### config.mk
export PLATFORM = sky130hd
export DESIGN_NAME = bool_truth_table_scanner
export DESIGN_NICKNAME = d
export VERILOG_FILES = /design/src/rtl/bool_truth_table_scanner.sv
export SDC_FILE = /design/constraint.sdc
export NUM_CORES = 1
export LEC_CHECK = 0
export ABC_AREA = 1
export CAP_MARGIN = 20
export CORE_UTILIZATION = 45
export CTS_CLUSTER_DIAMETER = 200
export DETAILED_ROUTE_END_ITERATION = 8
export PLACE_DENSITY_LB_ADDON = 0.1
export SKIP_CTS_REPAIR_TIMING = 1
export SLEW_MARGIN = 10
export SYNTH_ARGS = -nofsm -noshare
export SYNTH_HDL_FRONTEND = slang
export SYNTH_SLANG_ARGS = --single-unit
### constraint.sdc
create_clock -name clk -period 2.28 [get_ports clk]
set_input_delay 0.456 -clock clk [delete_from_list [all_inputs] [get_ports clk]]
set_output_delay 0.456 -clock clk [all_outputs]
set_load 0.1 [all_outputs]
### src/rtl/bool_truth_table_scanner.sv
// Steps an N_IN-input combinational block through every vector and captures its truth table against an expected one.
// Latency: 2**N_IN*(SETTLE_CYC+1) cycles from the start-accepting edge, then a one-cycle done pulse.
// Backpressure: none; start is honoured only in IDLE and ignored while busy.
module bool_truth_table_scanner #(
    parameter int N_IN       = 3,
    parameter int SETTLE_CYC = 2
) (
    input  logic                   clk,
    input  logic                   rst,
    input  logic                   start,
    input  logic [(1<<N_IN)-1:0]   expected,
    output logic [N_IN-1:0]        vec_out,
    input  logic                   f_in,
    output logic                   busy,
    output logic                   done,
    output logic [(1<<N_IN)-1:0]   truth_table,
    output logic                   mismatch,
    output logic [N_IN:0]          err_count,
    output logic [N_IN-1:0]        first_err_idx
);

    localparam int NV = 1 << N_IN;
    localparam int SW = (SETTLE_CYC > 1) ? $clog2(SETTLE_CYC) : 1;

    typedef enum logic [1:0] {IDLE, SETTLE, SAMPLE, DONE} state_t;

    state_t          state;
    state_t          state_nxt;
    logic [N_IN-1:0] idx;
    logic [SW-1:0]   settle_cnt;
    logic [NV-1:0]   exp_q;
    logic            last_vec;
    logic            settle_end;
    logic            f_diff;

    assign last_vec   = (idx == N_IN'(NV - 1));
    assign settle_end = (settle_cnt == SW'(SETTLE_CYC - 1));
    assign f_diff     = (f_in != exp_q[idx]);

    always_ff @(posedge clk) begin
        if (rst) begin
            state <= IDLE;
        end else begin
            state <= state_nxt;
        end
    end

    always_comb begin
        state_nxt = state;
        case (state)
            IDLE:    if (start) state_nxt = SETTLE;
            SETTLE:  if (settle_end) state_nxt = SAMPLE;
            SAMPLE:  state_nxt = last_vec ? DONE : SETTLE;
            DONE:    state_nxt = IDLE;
            default: state_nxt = IDLE;
        endcase
    end

    always_comb begin
        busy    = (state != IDLE);
        done    = (state == DONE);
        vec_out = idx;
    end

    always_ff @(posedge clk) begin
        if (rst) begin
            idx           <= '0;
            settle_cnt    <= '0;
            exp_q         <= '0;
            truth_table   <= '0;
            mismatch      <= 1'b0;
            err_count     <= '0;
            first_err_idx <= '0;
        end else begin
            case (state)
                IDLE: begin
                    if (start) begin
                        exp_q         <= expected;
                        truth_table   <= '0;
                        mismatch      <= 1'b0;
                        err_count     <= '0;
                        first_err_idx <= '0;
                        idx           <= '0;
                        settle_cnt    <= '0;
                    end
                end
                SETTLE: begin
                    if (!settle_end) settle_cnt <= settle_cnt + 1'b1;
                end
                SAMPLE: begin
                    truth_table[idx] <= f_in;
                    if (f_diff) begin
                        err_count <= err_count + 1'b1;
                        mismatch  <= 1'b1;
                        if (!mismatch) first_err_idx <= idx;
                    end
                    // terminal vector is held so vec_out keeps it through DONE
                    if (!last_vec) idx <= idx + 1'b1;
                    settle_cnt <= '0;
                end
                default: ;
            endcase
        end
    end

endmodule

==> qor.yml <==
placed_area_mm2: 0.001747
crit_end: "vec_out[0]"
holdCritPathClass: "reg -> reg"
power.total_mw: 1.496
fin_area_mm2: 0.001824
gp_congestion: 0.7715
rsz0062_at_grt: "false"
tightest_slew_ns: 0.4942
firstDrtPassIters: 4
die_w_um: 58.60
rows: 20
slowest_stage: "dfxtp_1"
cp_slowest_stage_delay_ns: 0.52
final_cell_mix: "nand2_1, dfxtp_1, buf_4, nor2_1, inv_1"
synth.avg_cell_area_um2: 7.876
fillCellCount: 314
via_per_inst: 4.974
synthToLayoutAreaGrowth_pct: 26.56
reg2reg_from: "vec_out[1]$_SDFFE_PP0P_"
cts.clk_slew.worst_paths_ns: 0.09
cp.arrival_ns: 1.20
place_inst: 257
regToRegEndpoint: "first_err_idx[1]$_SDFFE_PP0P_"
setup_violations: 0
fin_cells: 265
required_ns: 1.82
drive_gt1_share_pct: 27.15
drt_iter0_drc: 58
holdWs_ns: 0.4647
min_period_over_period_pct: 72.71
fin_nets: 235
routed_wl_mm: 3.197
status: "finished, final reports clean"
synth_top_cell_by_area: "dfxtp_1"
relSlewSlack_pct: 67.02
yosys_warnings: 0
cts_root_buffer: "clkbuf_4"
grt_pass1_wl_mm: 5.250
crit_family: "flip-flops"
synth_top_area_share_pct: 41.67
crit_start: "vec_out[0]$_SDFFE_PP0P_"
grt_pass1_vias: 1216
synthDistinctLibCells: 29
layout_commonest_cell: "nand2_1"
grtUsageTotal_pct: 20.41
grt-ovfl-total: 0
fin_skew_ns: 0.009751
clock-sinks: 30
path_buf_inv: 1
hpwlAfterDp_mm: 2.338
hold_violations: 0
clock_path_buffers: 2
drtAntennaViolNets: 0
clock_latency_ns: 0.33
end_kind: "output pin"
port_buffers: 32
netlist_area_mm2: 0.001441
ctsHtreeMaxLevel: 2
cts_buffers: 5
path_class: "reg -> out"
drc: 0
core_mm2: 0.003053
p_leak_nw: 0.8090
ios: 33
syn-num-nets: 198
antenna_found_initial: 0
path_cells: "buf_4"
seqCellArea_um2: 600.6
initial_core_util_pct: 47.21
fmax_ghz: 0.6032
synth-seq-area-share_pct: 41.67
power_density_mw_per_mm2: 819.8
maxCapViolCount: 0
drv_slew: 0
setup_tns_ns: 0
multi_input_area_um2: 725.7
ff2ff_path_depth: 11
irDropWorstVdd_v: 0.0003352
synth_area_leaders: "dfxtp_1, nand2_1, nor2_1"
start_kind: "flip-flop"
die-area_mm2: 0.003433
grt_max_degree: 22
cts_tree: "yes"
wl_per_cell_um: 12.06
r2r_slack_ns: 0.62
path_depth: 1
dieHeight_um: 58.60
ys_ff_latch: 30
min_period_ns: 1.658
antennaDiodeCount: 0
via_count: 1318
synthCells: 183
worstPathMaxFanout: 8
## how the worst min path moves through the flow
stage	from	endpoint	slack [ns]	cells past startpoint
2_1_floorplan	exp_q[0]$_SDFFE_PP0P_	exp_q[0]$_SDFFE_PP0P_	0.43	2
3_3_place_gp	exp_q[4]$_SDFFE_PP0P_	exp_q[4]$_SDFFE_PP0P_	0.45	2
3_5_place_dp	exp_q[0]$_SDFFE_PP0P_	exp_q[0]$_SDFFE_PP0P_	0.46	2
4_1_cts	exp_q[0]$_SDFFE_PP0P_	exp_q[0]$_SDFFE_PP0P_	0.47	2
5_1_grt	exp_q[4]$_SDFFE_PP0P_	exp_q[4]$_SDFFE_PP0P_	0.50	2
6_report	exp_q[0]$_SDFFE_PP0P_	exp_q[0]$_SDFFE_PP0P_	0.46	2
## synthesized netlist by cell type, drive strengths merged
| cell | count |
|---|---|
| o21ai | 15 |
| buf | 2 |
| nor2 | 25 |
| a21oi | 13 |
| nor3 | 1 |
| inv | 20 |
| clkbuf | 3 |
| a311oi | 5 |
| a211oi | 3 |
| ha | 3 |
| nand3b | 1 |
| o21a | 1 |
| xnor2 | 1 |
| a31oi | 2 |
| a22oi | 5 |
| nand3 | 8 |
| dfxtp | 30 |
| nand2 | 45 |
## cell families after synthesis
| logic type | Yosys count | synth area share (%) |
|---|---|---|
| and+or+nand+nor | 80 | 27.26 |
| AOI/OAI and AO/OA | 44 | 19.88 |
| DFF | 30 | 41.67 |
| buffers and inverters | 25 | 7.985 |
| adders and majority gates | 3 | 2.604 |
| xor gates and xnor gates | 1 | 0.6077 |
## registers in the layout, indices dropped and copies added, names as in the netlist
| name | flops |
|---|---|
| exp_q | 8 |
| truth_table | 8 |
| err_count | 4 |
| first_err_idx | 3 |
| vec_out | 3 |
| state | 2 |
| mismatch | 1 |
| settle_cnt | 1 |
## per-stage QoR
step	utilization, %	setup WS (ns)
finish	59.75	0.6222
global route	59.75	0.5086
CTS	59.75	0.6143
detailed placement	57.21	0.4473
global placement	57.21	0.4911
floorplan	-	0.1418
## power by group
| part | switching, mW | internal [mW] |
|---|---|---|
| logic | 0.354 | 0.128 |
| clock network | 0.186 | 0.227 |
| registers | 0.0356 | 0.566 |
## metal layers
layer / global-route usage [%] / vias up / share of wire [%]
met2: 33.50 / 34 / 45
li1: - / 681 / -
met3: 3.956 / 10 / 5.1
met4: 10.20 / 0 / 2.4
met1: 25.62 / 593 / 48
met5: 0 / - / 0
## layout make-up
| cell class | instances | share of cell area, % |
|---|---|---|
| Timing Repair Buffer | 35 | 15.91 |
| Clock buffer | 5 | 2.058 |
| Clock inverter | 3 | 2.195 |
| Sequential cell | 30 | 32.92 |
| Inverter | 20 | 4.115 |
| Tap cell | 44 | 3.018 |
| Multi-Input combinational cell | 128 | 39.78 |
No activity file was read; power rests on OpenSTA's default activity.
